[src/rtl/uart_byte_rx_pkg.sv]
// Shared UART receiver definitions: baud codes, frame constants, FSM states
// and the oversample divider computation shared with the transmitter.
package uart_byte_rx_pkg;

   localparam int unsigned DATA_BITS  = 8;
   localparam int unsigned OVERSAMPLE = 16;
   localparam int unsigned SAMPLE_LO  = 7;
   localparam int unsigned DIV_W      = 16;
   localparam int unsigned TICK_W     = 8;

   localparam logic [2:0] BAUD_9600   = 3'd0;
   localparam logic [2:0] BAUD_19200  = 3'd1;
   localparam logic [2:0] BAUD_38400  = 3'd2;
   localparam logic [2:0] BAUD_57600  = 3'd3;
   localparam logic [2:0] BAUD_115200 = 3'd4;

   typedef enum logic [1:0] {
      ST_IDLE,
      ST_START,
      ST_DATA,
      ST_STOP
   } rx_state_e;

   // Oversample divider terminal count, integer truncation.
   function automatic int unsigned calc_div(input int unsigned clk_freq,
                                            input int unsigned baud);
      return clk_freq / (baud * OVERSAMPLE) - 1;
   endfunction

endpackage

[src/rtl/uart_rx_bps_gen.sv]
// Oversample tick generator: latches the rate code on clear and divides clk
// down to a 16x-baud tick while enabled.
module uart_rx_bps_gen
   import uart_byte_rx_pkg::*;
#(
   parameter int unsigned CLK_FREQ = 50_000_000
) (
   input  logic       clk,
   input  logic       rst_n,
   input  logic       en,
   input  logic       clr,
   input  logic [2:0] baud_set,
   output logic       tick_c
);

   localparam logic [DIV_W-1:0] DIV_9600   = DIV_W'(calc_div(CLK_FREQ, 32'd9600));
   localparam logic [DIV_W-1:0] DIV_19200  = DIV_W'(calc_div(CLK_FREQ, 32'd19200));
   localparam logic [DIV_W-1:0] DIV_38400  = DIV_W'(calc_div(CLK_FREQ, 32'd38400));
   localparam logic [DIV_W-1:0] DIV_57600  = DIV_W'(calc_div(CLK_FREQ, 32'd57600));
   localparam logic [DIV_W-1:0] DIV_115200 = DIV_W'(calc_div(CLK_FREQ, 32'd115200));

   logic [2:0]       baud_q;
   logic [DIV_W-1:0] div_cnt;
   logic [DIV_W-1:0] div_max;

   // Unlisted codes fall back to 9600.
   always_comb begin
      div_max = DIV_9600;
      case (baud_q)
         BAUD_19200:  div_max = DIV_19200;
         BAUD_38400:  div_max = DIV_38400;
         BAUD_57600:  div_max = DIV_57600;
         BAUD_115200: div_max = DIV_115200;
         default:     div_max = DIV_9600;
      endcase
   end

   assign tick_c = en && (div_cnt == div_max);

   always_ff @(posedge clk or negedge rst_n) begin
      if (!rst_n) begin
         baud_q  <= BAUD_9600;
         div_cnt <= '0;
      end else if (clr) begin
         baud_q  <= baud_set;
         div_cnt <= '0;
      end else if (en) begin
         div_cnt <= tick_c ? '0 : div_cnt + DIV_W'(1);
      end
   end

endmodule

[src/rtl/uart_byte_rx.sv]
// 8N1 UART byte receiver with 16x oversampling and 3-sample majority vote;
// emits each byte with a one-cycle rx_done strobe and a stop-bit error flag.
module uart_byte_rx
   import uart_byte_rx_pkg::*;
#(
   parameter int unsigned CLK_FREQ = 50_000_000
) (
   input  logic       clk,
   input  logic       rst_n,
   input  logic       rx,
   input  logic [2:0] baud_set,
   output logic [7:0] data_byte,
   output logic       rx_done,
   output logic       frame_err,
   output logic       uart_state
);

   logic                 rx_s1, rx_s2, rx_d;
   rx_state_e            state;
   logic [TICK_W-1:0]    tick_cnt;
   logic [1:0]           smp;
   logic [DATA_BITS-1:0] shreg;
   logic                 tick_c, fall_c, start_c, vote_c, vote_now_c;
   logic [3:0]           phase_c, bit_idx_c;

   assign fall_c     = rx_d & ~rx_s2;
   assign start_c    = (state == ST_IDLE) && fall_c;
   assign phase_c    = tick_cnt[3:0];
   assign bit_idx_c  = tick_cnt[7:4];
   assign vote_c     = (smp[0] & smp[1]) | (smp[0] & rx_s2) | (smp[1] & rx_s2);
   assign vote_now_c = tick_c && (phase_c == 4'(SAMPLE_LO + 2));

   uart_rx_bps_gen #(
      .CLK_FREQ (CLK_FREQ)
   ) u_bps_gen (
      .clk      (clk),
      .rst_n    (rst_n),
      .en       (state != ST_IDLE),
      .clr      (start_c),
      .baud_set (baud_set),
      .tick_c   (tick_c)
   );

   always_ff @(posedge clk or negedge rst_n) begin
      if (!rst_n) begin
         rx_s1      <= 1'b1;
         rx_s2      <= 1'b1;
         rx_d       <= 1'b1;
         state      <= ST_IDLE;
         tick_cnt   <= '0;
         smp        <= '0;
         shreg      <= '0;
         data_byte  <= '0;
         rx_done    <= 1'b0;
         frame_err  <= 1'b0;
         uart_state <= 1'b0;
      end else begin
         rx_s1     <= rx;
         rx_s2     <= rx_s1;
         rx_d      <= rx_s2;
         rx_done   <= 1'b0;
         frame_err <= 1'b0;

         // First two of the three votes are held; the third is the live sample.
         if (state != ST_IDLE && tick_c) begin
            tick_cnt <= tick_cnt + TICK_W'(1);
            if (phase_c == 4'(SAMPLE_LO))     smp[0] <= rx_s2;
            if (phase_c == 4'(SAMPLE_LO + 1)) smp[1] <= rx_s2;
         end

         case (state)
            ST_IDLE: begin
               uart_state <= fall_c;
               if (fall_c) begin
                  state    <= ST_START;
                  tick_cnt <= '0;
               end
            end
            ST_START: begin
               if (vote_now_c) begin
                  if (vote_c) begin
                     state      <= ST_IDLE;
                     uart_state <= 1'b0;
                  end else begin
                     state <= ST_DATA;
                  end
               end
            end
            ST_DATA: begin
               if (vote_now_c) begin
                  shreg[3'(bit_idx_c - 4'd1)] <= vote_c;
                  if (bit_idx_c == 4'(DATA_BITS)) state <= ST_STOP;
               end
            end
            ST_STOP: begin
               // Leave mid stop bit so the next start edge is never missed.
               if (vote_now_c) begin
                  data_byte <= shreg;
                  frame_err <= ~vote_c;
                  rx_done   <= 1'b1;
                  state     <= ST_IDLE;
               end
            end
            default: state <= ST_IDLE;
         endcase
      end
   end

endmodule

[config.mk]
export PLATFORM = sky130hd
export DESIGN_NAME = uart_byte_rx
export DESIGN_NICKNAME = d
export VERILOG_FILES = /design/src/rtl/uart_byte_rx_pkg.sv /design/src/rtl/uart_rx_bps_gen.sv /design/src/rtl/uart_byte_rx.sv
export SDC_FILE = /design/constraint.sdc
export NUM_CORES = 1
export LEC_CHECK = 0
export CAP_MARGIN = 20
export CORE_ASPECT_RATIO = 1.5
export CORE_MARGIN = 2
export CORE_UTILIZATION = 30
export CTS_CLUSTER_SIZE = 30
export DETAILED_ROUTE_END_ITERATION = 10
export SLEW_MARGIN = 20
export SYNTH_ARGS = -nofsm -noshare
export SYNTH_HDL_FRONTEND = slang
export SYNTH_SLANG_ARGS = --single-unit
[constraint.sdc]
create_clock -name clk -period 2.9 [get_ports clk]
set_clock_uncertainty 0.2 [all_clocks]
set_input_delay 0.58 -clock clk [delete_from_list [all_inputs] [get_ports clk]]
set_output_delay 0.58 -clock clk [all_outputs]
set_load 0.02 [all_outputs]
==> flow_results.org <==
** Yosys
- Syn. warnings :: 0
- The most used flip-flop cell after synthesis is dfrtp_1.
- Number of instances in the synthesized netlist :: around 310
- Number of nets produced by synthesis :: 320
- Top-area cell type share of the netlist area :: between 40 and 50%
- Number of enable-type register cells in the synthesized netlist :: 0
- Distinct cell type count of the synthesized netlist :: 50
- Synthesized area per cell :: 9.85 µm²
- The synthesized netlist occupies a cell area of a little over 3000 µm².
- Biggest area contributors in the synthesized netlist :: dfrtp_1 41%, mux2_2 6.7%, nand2_1 4.6%
- In this run, synthesis produced a sequential element count of 53.
- In the synthesized netlist the async set-or-reset flop fraction comes to 100%.
- Seq/Total Area, Yosys :: ~44%
- Summed over all instances, the cell type with the most area after synthesis is dfrtp_1.

** Placed design
- Input and output buffers added on the ports amount to 16.
- Gp weighted congestion :: ~0.83
- Post-Place Setup Slack :: between 200 and 250 ps
- After legalization and detailed placement, the total HPWL measured 4900 µm.

** Critical path
- For the worst setup path, the data arrival time is 2730 ps.
- Endpoint class of the critical path :: register
- In this run the worst setup path terminates at data_byte[4].
- Across all register-to-register paths, the minimum setup slack is ~150 ps.
- The slowest stage of the critical path is the dfrtp_1 cell.
- STA puts the critical path data required time at about 2900 ps.
- The critical path is of the register to register type.
- Walking the worst path, the cells encountered are nor3_1 > a21oi_1 > o211a_1 > nor4_4 > buf_4 > mux2_2.
- In this run the worst path has a maximum fanout of 20.
- FF-to-FF End :: data_byte[4]
- The most critical setup path has its startpoint at u_bps_gen.baud_q[2].
- Critical path's largest stage delay :: roughly 530 ps
- Worst flop-to-flop path startpoint :: u_bps_gen.baud_q[2]
- The worst register-to-register path has a depth of 6.
- The worst setup path is launched from a register.

** CTS
- CTS built an H-tree with a depth of 2.
- Clock-pin slew was measured on the worst setup and hold paths at roughly 70 ps.
- Hold Buf Count CTS :: 0
- Number of setup buffers added after CTS :: 0
- The later pin in the worst-skew pair is clocked with a latency of between 200 and 300 ps.
- Maximum number of buffers from clock root to sink :: 2
- In this run, CTS created clock tree buffers numbering 5.
- The clock net in this run drives a total of 53 sinks.
- Clk root buf :: clkbuf_16
- TritonCTS built the clock tree.
- Number of gates given a new drive strength after cts :: 0

** Global routing
- The first global-routing pass estimated roughly 11000 µm of wire.
- Entering global routing, the biggest net connects 32 pins.
- Total overflow reported by the global router :: 0
- In the global route stage, overall resource usage came out at around an eighth.
- Antenna violations before repair :: 0
- The via count of the first global-routing pass came to between 2000 and 2500.

** Power
- Static leakage :: around 1.5 nW
- Dividing total power by cell area gives a power density of between 600 and 700 nW/µm².
- Across the VDD grid, the largest voltage drop is ~0.26 mV.

** Layout
- Area taken by flip-flops and latches :: 1330 µm²
- Final #Nets :: between 300 and 400
- Area used by multi-input combinational logic :: 1580 µm²
- The repair_antennas step left the layout with diodes totalling 0.
- FILL cells :: approximately 980
- Layout cells sized above 1 :: ~15%
- P&R area growth vs syn :: 14.3%

** Route
- After detailed routing, the total wire length is ~6600 µm.
- The count of nets left with antenna violations once routing finished came out at 0.
- Number of iterations in the first detailed-routing pass :: 4
- Routed len/inst :: approximately 15 µm
- Number of vias after detailed routing :: about 2300
- For this run, design rule violations remaining after detail routing come to 0.
- Violation count after the first detailed-route iteration :: between 100 and 150
- After detailed routing, the number of vias per cell comes to about 5.2.

** Floorplanning
- The die covers between 10000 and 15000 µm².
- Initial Util :: 30.4%
- The floorplan has 45 rows.
- Width of the chip :: around 86 µm
- From bottom edge to top edge, the die measures 127 µm.
- 17 I/O pins were placed.
- The floorplan step defined a core boundary enclosing 9970 µm².

** STA
- The count of final max-slew check failures came to 0.
- Share of the cycle needed by the critical path after routing :: between 90% and 100%
- Setup violations remaining at the end of the flow were counted as 0.
- Final Worst Setup Slack :: approximately 150 ps
- Adding up every negative setup slack in the final design gives 0 ps.
- Setup repair after global routing left no endpoint under its margin.
- Subtracting the final worst setup slack from the clock period gives about 2800 ps.
- For the pin with the worst max-slew slack, the measured transition is between 700 and 800 ps.
- Measured against its own limit, the worst slew margin works out to between 40% and 50%.
- Highest achievable clock rate :: about 0.36 GHz
- The count of endpoints failing hold in the final timing report is 0.

** Run status
- The run finished with clean final reports.

** Hold path
- Class of the tightest hold or removal check :: primary input to asynchronous set/reset pin

** Job
- Max-Cap Viols :: 0
[area by class of cell]
cell class,instances,area share [%]
inverter,5,0.542
multi-input combinational,228,45.6
tap,117,4.22
clock inverter,3,0.758
timing repair buffer,27,6.86
clock buffer,5,3.61
sequential,53,38.4
[how the worst min path moves through the flow]
stage	startpoint	end	slack, ps
detailed placement	rx_s1	rx_s2	150
finish	rst_n	tick_cnt[1]	120
floorplan	rst_n	asynchronous set/reset pin	80
global placement	rx_s1	rx_s2	150
global route	rx_s1	rx_s2	160
CTS	rst_n	shreg[6]	140
[cell families after synthesis]
logic type / synth area share [%]
simple gates: 27.5
flops: 43.9
mux: 10.0
buf+inv: 4.00
compound gates: 6.60
xor+xnor: 5.20
fa+ha+maj: 2.81
[Yosys cell counts, types with 3 or more instances]
master    count
xnor2_1       7
nor4_1       16
a31oi_1       3
o211ai_1      5
nor3b_1       3
inv_1         5
clkbuf_1     12
mux2_2       18
nand2_1      37
buf_2         7
nor2b_1       4
dfstp_2       3
and2_1        3
o21ai_0       4
nor3_1       17
dfrtp_1      50
ha_1          6
nand3_1      12
nor2_1       17
nand4_1      11
and3_1        7
xor2_1       11
mux2i_1       9
o211a_1       4
nand2b_1      6
[routing by layer]
metal,up-vias,GRT usage (%),wire (µm),part of all wire (%)
li1,1138,-,-,-
met1,1116,14.2,2820,42
met2,29,23.8,3550,53
met3,12,2.39,149,2.2
met4,0,4.01,120,1.8
met5,-,0,0,0
[power by group]
group / switching (mW) / internal, mW / total (mW)
Sequential: 0.156 / 0.813 / 0.968
Clock: 0.280 / 0.330 / 0.610
Combinational: 0.409 / 0.267 / 0.676
[cell usage in the layout, fill, tap and decap left out, types with 3 or more instances in the layout]
cell             count
a31oi_1              3
and2_1               3
and3_1               7
buf_4               11
clkbuf_16            5
clkdlybuf4s50_1     15
dfrtp_1             50
dfstp_2              3
ha_1                 6
inv_1                5
inv_6                3
mux2_2              18
mux2i_1              9
nand2_1             37
nand2b_1             6
nand3_1             12
nand4_1             11
nor2_1              17
nor2b_1              4
nor3_1              17
nor3b_1              3
nor4_1              16
o211a_1              4
o211ai_1             5
o21ai_0              4
xnor2_1              7
xor2_1              11
[state kept, by name, indices dropped and copies added (netlist names), named ones only]
| register | cells |
|---|---|
| smp | 2 |
| rx_d | 1 |
| rx_done | 1 |
| data_byte | 8 |
| shreg | 8 |
| rx_s2 | 1 |
| tick_cnt | 8 |
| uart_state | 1 |
| rx_s1 | 1 |
| u_bps_gen.baud_q | 3 |
| frame_err | 1 |
| state | 1 |
| u_bps_gen.div_cnt | 16 |
[critical path, delay by kind of cell, from the launching register on]
kind                   cells  cell delay (ps)
AOI/OAI and AO/OA          2              600
muxes                      1              340
and+or+nand+nor            2              750
buffers and inverters      1              210
DFF                        1              530
[per-stage QoR]
stage	utilization [%]	std cells	hold WS, ps	total power [mW]	cell area [µm²]
finish	34.8	438	121	2.25	3470
global route	34.8	438	164	2.38	3470
CTS	34.8	438	144	2.26	3470
detailed placement	33.3	430	150	1.64	3310
global placement	33.3	430	147	1.63	3310
floorplan	-	308	84.4	1.45	3030
Power figures use the tool's default switching activity.
==> variant: new RTL, config.mk and constraints unchanged <==
Set the package constant `DIV_W` to 20 (it was 16).
--- a/src/rtl/uart_byte_rx_pkg.sv
+++ b/src/rtl/uart_byte_rx_pkg.sv
@@ -6,5 +6,5 @@
    localparam int unsigned OVERSAMPLE = 16;
    localparam int unsigned SAMPLE_LO  = 7;
-   localparam int unsigned DIV_W      = 16;
+   localparam int unsigned DIV_W      = 20;
    localparam int unsigned TICK_W     = 8;
 
Function: no difference found for any inputs over 10 cycles, from zero or initial values and one cycle with rst_n low; that may be too few to reach the edited logic, so the function may still have changed.
==> variant against the original RTL <==
  * Wire length fell by 2.7%
  * Cell area rose by 3.8%
  * Non-clock buffer count rose by 2
  * Via count fell by 0.96%
  * Setup slack got worse by 0.036 ns
  * Sequential cell count rose by 4
  * Area after synthesis fell by 2.9%
  * Cell count fell by 0.23%
  * Total power rose by 11%
  * Largest power group is now the clock network
  * Critical path type unchanged
==> variant: results (changes against the original RTL) <==
* R2R setup slack at 0.11 ns (-0.04 ns)
* Largest net degree at the start of global routing at 30 (-6.3%)
* Gp weighted congestion at 0.830 (-0.29%)
* Max FFs per register at 20 (+4)
* Nets at 329 (-0.90%)
* Synth cell types at 52 (+4.0%)
* Slew headroom at 52.7% (+3.3 points)
* GRT Overall Usage at 13.2% (+0.55 points)
* Vias per Instance at 5.20 (-0.73%)
* Critical path fanouts, max at 12 (-40%)
* Sequential cell area fraction in the yosys report at 48.6% (+4.7 points)
* Worst R2R Path Depth at 7 (+1)
* Syn_nets at 304 (-5.0%)
* Post-Place Worst Slack at 0.133 ns (-0.0690 ns)
* Wire per inst at 14.8 microns (-2.5%)
* Area contributors post-synth: dfrtp_1 46%, mux2_2 7.6%, xor2_1 4.8%, nor2_1 4.2%, nand3_1 3.2%
* H-tree depth at 3 (+1)
* Post-synth top cells: 54 x dfrtp_1, 33 x nor2_1, 23 x nand2_1
* Total placed cells including tap cells at 421 (-2.1%)
* Clock latency on the worst-skew pair at 0.33 ns (+0.04 ns)
* Static leakage at 1.60 nW (+7.9%)
* Detailed Place HPWL at 4.66 mm (-4.9%)
* Status: complete, no violations
* Reg clk slew, reported paths at 0.05 ns (-0.02 ns)
* VDD IR max at 0.000311 V (+19%)
-- variant: cell count changes in the layout (fill, tap and decap cells not counted), moves of 5 or more --
cell and change:
xor2_1 +5, nand3_1 +7, nor4_1 -12, nand2_1 -14, a21oi_1 +5, inv_1 +5
mux2i_1 -8, nor3_1 -8, nand4_1 -5, nand2b_1 -6, nor2_1 +16
-- variant: layout make-up --
type / instances / area, sq um
fill: 917 / 6040
clock inverter: 4 / 50.0
timing repair buffer: 29 / 265
clock buffer: 12 / 267
tap: 115 / 144
sequential: 57 / 1430
multi-input combinational: 210 / 1400
inverter: 10 / 37.5
-- variant: cell families (layout without fill, tap and decap cells) --
| family | after synthesis | count (layout) | share of synthesized area, % |
|---|---|---|---|
| flops | 57 | 57 | 48.6 |
| buf+inv | 25 | 55 | 3.74 |
| simple gates | 129 | 129 | 22.7 |
| compound gates | 30 | 30 | 7.27 |
| mux | 21 | 21 | 7.99 |
| fa+ha+maj | 7 | 7 | 2.89 |
| xor+xnor | 23 | 23 | 6.84 |
-- variant: how the worst max path moves through the flow --
stage / startpoint / end / slack, ns / cells past startpoint
2_1_floorplan: u_bps_gen.baud_q[0] / data_byte[0] / 0.14 / 8
3_3_place_gp: u_bps_gen.baud_q[0] / data_byte[3] / 0.19 / 7
3_5_place_dp: u_bps_gen.baud_q[0] / data_byte[0] / 0.13 / 7
4_1_cts: u_bps_gen.baud_q[0] / data_byte[0] / 0.12 / 7
5_1_grt: u_bps_gen.baud_q[0] / data_byte[6] / 0.03 / 7
6_report: u_bps_gen.baud_q[0] / data_byte[0] / 0.11 / 7
-- variant: layer usage --
| metal | wire length, microns | global-route usage (%) | vias to the layer above |
|---|---|---|---|
| met3 | 214 | 3.17 | 24 |
| li1 | - | - | 1076 |
| met4 | 297 | 7.47 | 0 |
| met2 | 3340 | 22.5 | 46 |
| met1 | 2600 | 15.1 | 1127 |
| met5 | 0 | 0 | - |
-- variant: metrics by stage --
stage	instance area (sq um)	power [mW]
floorplan	2940	1.28
global placement	3280	1.40
detailed placement	3280	1.41
CTS	3600	2.52
global route	3600	2.63
finish	3600	2.50
-- variant: worst max-delay path: stages, from the launching register on --
cell	delay (ns)
dfrtp_1	0.49
nor2b_1	0.19
o21a_1	0.20
or4_4	0.52
or3_1	0.42
nor2_2	0.12
buf_4	0.18
mux2_2	0.35
-- variant: what timing repair did --
action,in CTS,in global routing
hold buffers,0,0
setup endpoints to repair,0,8
resized for setup,0,1
-- variant: where the power goes --
group	switching [mW]	leakage [nW]	total, mW	internal (mW)
Combinational	0.224	0.678	0.419	0.195
Clock	0.363	0.151	1.09	0.732
Sequential	0.117	0.766	0.983	0.865
